==> config.mk <==
export PLATFORM = sky130hd
export DESIGN_NAME = cy_sync_v2_0
export DESIGN_NICKNAME = d
export VERILOG_FILES = /design/src/rtl/cy_sync_v2_0.sv
export SDC_FILE = /design/constraint.sdc
export NUM_CORES = 1
export LEC_CHECK = 0
export CORE_AREA = 5 5 42 44
export CTS_CLUSTER_DIAMETER = 80
export DETAILED_ROUTE_END_ITERATION = 16
export DIE_AREA = 0 0 47 49
export GPL_TIMING_DRIVEN = 0
export SETUP_SLACK_MARGIN = 0.05
export SKIP_CTS_REPAIR_TIMING = 1
export SYNTH_ARGS = -nofsm -noshare
export SYNTH_HDL_FRONTEND = slang
export SYNTH_SLANG_ARGS = --single-unit
export TNS_END_PERCENT = 100
==> constraint.sdc <==
create_clock -name clock -period 1.63 [get_ports clock]
set_clock_uncertainty 0.05 [all_clocks]
set_input_delay 0.163 -clock clock [delete_from_list [all_inputs] [get_ports clock]]
set_output_delay 0.163 -clock clock [all_outputs]
set_load 0.01 [all_outputs]
==> src/rtl/cy_sync_v2_0.sv <==
// Multi-bit input synchronizer with an enable-held output register and per-bit edge pulses.
// Define CY_SYNC_V2_0_FILTER_EN to add a per-bit persistence (glitch) filter ahead of s_out.
module cy_sync_v2_0 #(
  parameter int                     SignalWidth  = 1,
  parameter int                     SyncStages   = 2,
  parameter logic [SignalWidth-1:0] ResetValue   = '0,
  parameter int                     FilterCycles = 3
) (
  input  logic                   clock,
  input  logic                   reset_n,
  input  logic                   enable,
  input  logic [SignalWidth-1:0] s_in,
  output logic [SignalWidth-1:0] s_out,
  output logic [SignalWidth-1:0] s_rise,
  output logic [SignalWidth-1:0] s_fall,
  output logic                   s_change
);

  if (SignalWidth < 1 || SignalWidth > 32) begin : g_bad_width
    $error("cy_sync_v2_0: SignalWidth must be in 1..32");
  end
  if (SyncStages < 2 || SyncStages > 4) begin : g_bad_stages
    $error("cy_sync_v2_0: SyncStages must be in 2..4");
  end
  if (FilterCycles < 1 || FilterCycles > 15) begin : g_bad_filter
    $error("cy_sync_v2_0: FilterCycles must be in 1..15");
  end

  // The chain shifts every edge, independent of enable, so a re-enabled
  // output picks up the current input rather than a stale one.
  logic [SignalWidth-1:0] chain [SyncStages];
  logic [SignalWidth-1:0] chain_out;
  logic [SignalWidth-1:0] out_next;
  logic [SignalWidth-1:0] rise_next;
  logic [SignalWidth-1:0] fall_next;

  always_ff @(posedge clock) begin
    if (!reset_n) begin
      for (int k = 0; k < SyncStages; k++) begin
        chain[k] <= ResetValue;
      end
    end else begin
      chain[0] <= s_in;
      for (int k = 1; k < SyncStages; k++) begin
        chain[k] <= chain[k-1];
      end
    end
  end

  assign chain_out = chain[SyncStages-1];

`ifdef CY_SYNC_V2_0_FILTER_EN
  localparam int CntWidth = ($clog2(FilterCycles + 1) < 1) ? 1 : $clog2(FilterCycles + 1);
  localparam logic [CntWidth-1:0] CntLast = CntWidth'(FilterCycles - 1);

  logic [CntWidth-1:0] cnt      [SignalWidth];
  logic [CntWidth-1:0] cnt_next [SignalWidth];

  // A changed chain bit must persist for FilterCycles enabled edges in a row
  // before s_out follows; any agreement or a disabled edge restarts the count.
  always_comb begin
    out_next = s_out;
    for (int i = 0; i < SignalWidth; i++) begin
      cnt_next[i] = '0;
    end
    if (enable) begin
      for (int i = 0; i < SignalWidth; i++) begin
        if (chain_out[i] == s_out[i]) begin
          cnt_next[i] = '0;
        end else if (cnt[i] == CntLast) begin
          out_next[i] = chain_out[i];
          cnt_next[i] = '0;
        end else begin
          cnt_next[i] = cnt[i] + 1'b1;
        end
      end
    end
  end

  always_ff @(posedge clock) begin
    for (int i = 0; i < SignalWidth; i++) begin
      if (!reset_n) begin
        cnt[i] <= '0;
      end else begin
        cnt[i] <= cnt_next[i];
      end
    end
  end
`else
  always_comb begin
    out_next = enable ? chain_out : s_out;
  end
`endif

  // Pulses are derived from the value about to be loaded so they appear in
  // the same cycle s_out changes; a held s_out yields no pulse.
  assign rise_next = out_next & ~s_out;
  assign fall_next = ~out_next & s_out;

  always_ff @(posedge clock) begin
    if (!reset_n) begin
      s_out    <= ResetValue;
      s_rise   <= '0;
      s_fall   <= '0;
      s_change <= 1'b0;
    end else begin
      s_out    <= out_next;
      s_rise   <= rise_next;
      s_fall   <= fall_next;
      s_change <= |(rise_next | fall_next);
    end
  end

endmodule

# Word level (Yosys, flattened, before mapping)
# Memory sizes are Yosys's and may differ from the RTL's.
# Cells that the tools add are included.
word_totals:
  ff_bits: 4
  ramBits: 2
  input_bits: 4
  output_inout_bits: 4
  wordCells: 17
  n_memories: 1
op_classes:
  muxes: 5
  bitwise_logic: 7
mem_list:
  columns: ["memory", "words", "width", "read_ports", "rd_clocked_by_memory_dff", "wr", "line_no", "text"]
  rows:
  - ["chain", 2, 1, 2, 0, 2, "31", "logic [SignalWidth-1:0] chain [SyncStages];"]
op_table:
  columns: ["op", "count"]
  rows:
  - ["$mux W1", 5]
  - ["$or A1 B1 Y1", 3]
  - ["$and A1 B1 Y1", 2]
  - ["$not A1 Y1", 2]

# Depth between registers and ports, before layout
# Gate-level depths: netlist (run 1).
logic_depth:
  depth_word: 4
  mapped_depth: 4
  mapped_depth_nobuf: 4

# Worst setup path before layout (run 1)
# OpenSTA, ideal clock, no wires.
synth_timing:
  path_kind: "register to register"
  startpoint: "register s_out"
  endpoint: "register s_change"
  setup_ns: 0.065
  arrival_time_ns: 0.943
  required_time_ns: 1.515
  slack_ns: 0.572
  stages_incl_launch_ff: 5
  n_path_buf: 0
  synth_period_minus_slack_ns: 1.058
  cell_sequence: "dfxtp_1 -> mux2i_2 -> inv_1 -> ha_1 -> nor2b_1"
synth_via:
  elab_chain_len: 4
  word_cells_on_any_way: 6
  classes_between: "mux: 1; bitwise: 5"
synth_lines:
  columns: ["item", "line_no", "text"]
  rows:
  - ["from (decl)", "13", "output logic [SignalWidth-1:0] s_out,"]
  - ["from (signal assigned)", "102", "s_out <= ResetValue;"]
  - ["from (signal assigned)", "107", "s_out <= out_next;"]
  - ["$mux W1 (*)", "91", "out_next = enable ? chain_out : s_out;"]
  - ["via out_next", "33", "logic [SignalWidth-1:0] out_next;"]
  - ["$not A1 Y1", "98", "assign fall_next = ~out_next & s_out;"]
  - ["$and A1 B1 Y1", "98", null]
  - ["$or A1 B1 Y1 (*)", "110", "s_change <= |(rise_next | fall_next);"]
  - ["to (signal assigned)", "110", null]
  - ["to (decl)", "16", "output logic s_change"]
# Mark *: on every way through the listed nets, which the timed path passes. The rest lies on a longest branch.
# A chain may end at the register's enable or synchronous reset.

# Worst setup path after layout (run 1)
layout_timing:
  startpoint: "register s_out"
  endpoint: "output port s_out"
# No word-level cell between the ends.

==> impl_metrics.ini, run 1 <==
[global_route]
grt_pass1_wl_um = 600
grt_use_total_pct = 4.23
antenna_found_initial = 0
grt_pass1_vias = 161
grt_start_max_net_pins = 7
grt-ovfl-total = 0

[setup_path]
rr_worst_depth = 4
r2r-end = s_change
crit_fanout = 4
critical_path.startpoint_type = register
path_buf_inv = 1
slowest_delay_ns = 0.56
crit_path_end_kind = output pin
slowest_stage = clkdlybuf4s50_1
path_class = register to output pin
r2r_setup_slack_ns = 0.53
cpLargestDelayFamily = buffers and inverters
regToRegStartpoint = s_out
cp_cell_sequence = clkdlybuf4s50_1
arrival_ns = 1.19
cp.required_ns = 1.42

[routing]
ant_nets = 0
drc_errors = 0
routed_wl_um = 336
firstDrtPassIters = 1
route.vias.total = 137
via_per_inst = 3.19
drtIter0Drc = 0
post_drt_wl_per_cell_um = 7.81

[final_layout]
fillers = 168
drive_gt1_share_pct = 14.8
diodes = 0
areaGrowthSynthToFinish_pct = 55.2
fin_nets = 35

[die]
core_area_um2 = 1400
die_w_um = 47
io_pins = 8
die_area_um2 = 2300
rows = 14
die_y_um = 49
start_util_pct = 14.6

[synth]
synthArstFlopShare_pct = 0
synthTopCellsByCount = 6 x dfxtp_1, 4 x and2_1, 2 x ha_1, 2 x inv_1, 2 x nor2b_1
synth_cell_types = 6
synthCells = 17
syn_area_per_cell_um2 = 12.0
synth_area_leader_cell = dfxtp_1
synth.yosys.warnings = 0
synth_edf_count = 0
synthMostInstantiatedCell = dfxtp_1
syn-num-nets = 23
yosysSeqAreaShare_pct = 58.9
syn-cell-area_um2 = 204
ys_ff_latch = 6
synth_flop_cell = dfxtp_1
synth_area_leaders = dfxtp_1 59%, and2_1 12%, ha_1 12%
synth_top_area_share_pct = 58.9

[sta]
hold_ws_ns = 0.394
final.min_clock_period_ns = 1.40
tns_ns = 0
fmax_ghz = 0.712
period_share_pct = 86.2
rsz0062_at_grt = false
relSlewSlack_pct = 85.5
worst_slew_pin_slew_ns = 0.213
finalSetupViolCount = 0
drv_slew = 0
hold_viol = 0

[job]
max_cap_viol_count = 0

[clock_network]
clk_pin_slew_worst_paths_ns = 0.04
cts_sinks = 6
clockRootBuffer = clkbuf_4
insertion_delay_ns = 0.25
h-tree-depth = 1
ctsLongestPathBuffers = 2
numCtsBuffers = 3
cts_tree = built

[power_and_ir_drop]
powerDensity_nw_per_um2 = 986
ir_drop_mv = 0.359
p_leak_nw = 0.130

[placed_design]
io_buffers = 7
gp_congestion = 0.606

[min_path]
holdPathEnd = chain[0][1]
holdPathStages = 1
hp-start = chain[0][0]
hp-class = register to register

[outcome]
status = completed
## where the power goes
| group | switching (W) | leakage, nW | internal, W |
|---|---|---|---|
| logic | 0.00000710 | 0.0669 | 0.0000150 |
| registers | 0.00000193 | 0.0490 | 0.000152 |
| clock network | 0.0000528 | 0.0138 | 0.0000832 |
## how the worst max path moves through the flow
stage	cells past startpoint	slack, ns	startpoint	to
5_1_grt	1	0.18	s_out	s_out
3_3_place_gp	5	0.17	enable	s_change
4_1_cts	1	0.21	s_out	s_out
3_5_place_dp	5	0.15	enable	s_change
6_report	1	0.23	s_out	s_out
2_1_floorplan	4	0.57	s_out	s_change
## cell usage in the layout (no fill, tap or decap), drive strengths merged
master,Yosys,routed
and2,4,4
ha,2,2
mux2i,1,1
clkdlybuf4s50,0,7
clkbuf,0,3
nor2b,2,2
inv,2,2
dfxtp,6,6
## per-layer routing
metal,global-route usage (%),vias up,part of all wire (%)
li1,-,72,-
met1,3.08,57,35
met2,5.66,8,44
met3,5.54,0,21
met4,2.76,0,0
met5,0,-,0
## cell type report
cell class / instances / area, um^2 / share of cell area, %
repair buffers: 7 / 70.1 / 22.1
clock buffers: 3 / 22.5 / 7.11
flip-flops and latches: 6 / 120 / 37.9
multi-input cells: 9 / 76.3 / 24.1
inverters: 2 / 7.51 / 2.37
well taps: 16 / 20.0 / 6.32
## cell families after synthesis
family | after synthesis | share of synthesized area (%)
AND/OR/NAND/NOR | 6 | 18.4
flip-flops | 6 | 58.9
buffers and inverters | 2 | 3.68
adder cells (fa/ha/maj) | 2 | 12.3
multiplexers | 1 | 6.75
## through the flow
step	area, um^2	instances	power [W]	worst slack, ns	util (%)
floorplan	204	17	0.000164	0.572	-
global placement	294	40	0.000179	0.168	21.0
detailed placement	294	40	0.000179	0.148	21.0
CTS	317	43	0.000318	0.208	22.6
global route	317	43	0.000326	0.181	22.6
finish	317	43	0.000312	0.225	22.6
## flip-flops by register name, indices dropped and copies added, names as in the netlist
register / flops
s_rise: 1
s_change: 1
s_out: 1
chain: 2
s_fall: 1
Power figures use the tool's default switching activity.
==> inputs of run 2 (changes only) <==
--- a/config.mk
+++ b/config.mk
@@ -12,6 +12,7 @@
 export GPL_TIMING_DRIVEN = 0
 export SETUP_SLACK_MARGIN = 0.05
 export SKIP_CTS_REPAIR_TIMING = 1
+export SLEW_MARGIN = 10
 export SYNTH_ARGS = -nofsm -noshare
 export SYNTH_HDL_FRONTEND = slang
 export SYNTH_SLANG_ARGS = --single-unit
==> results of run 2 <==
Final layout, timing and power as in run 1 (identical DEF).
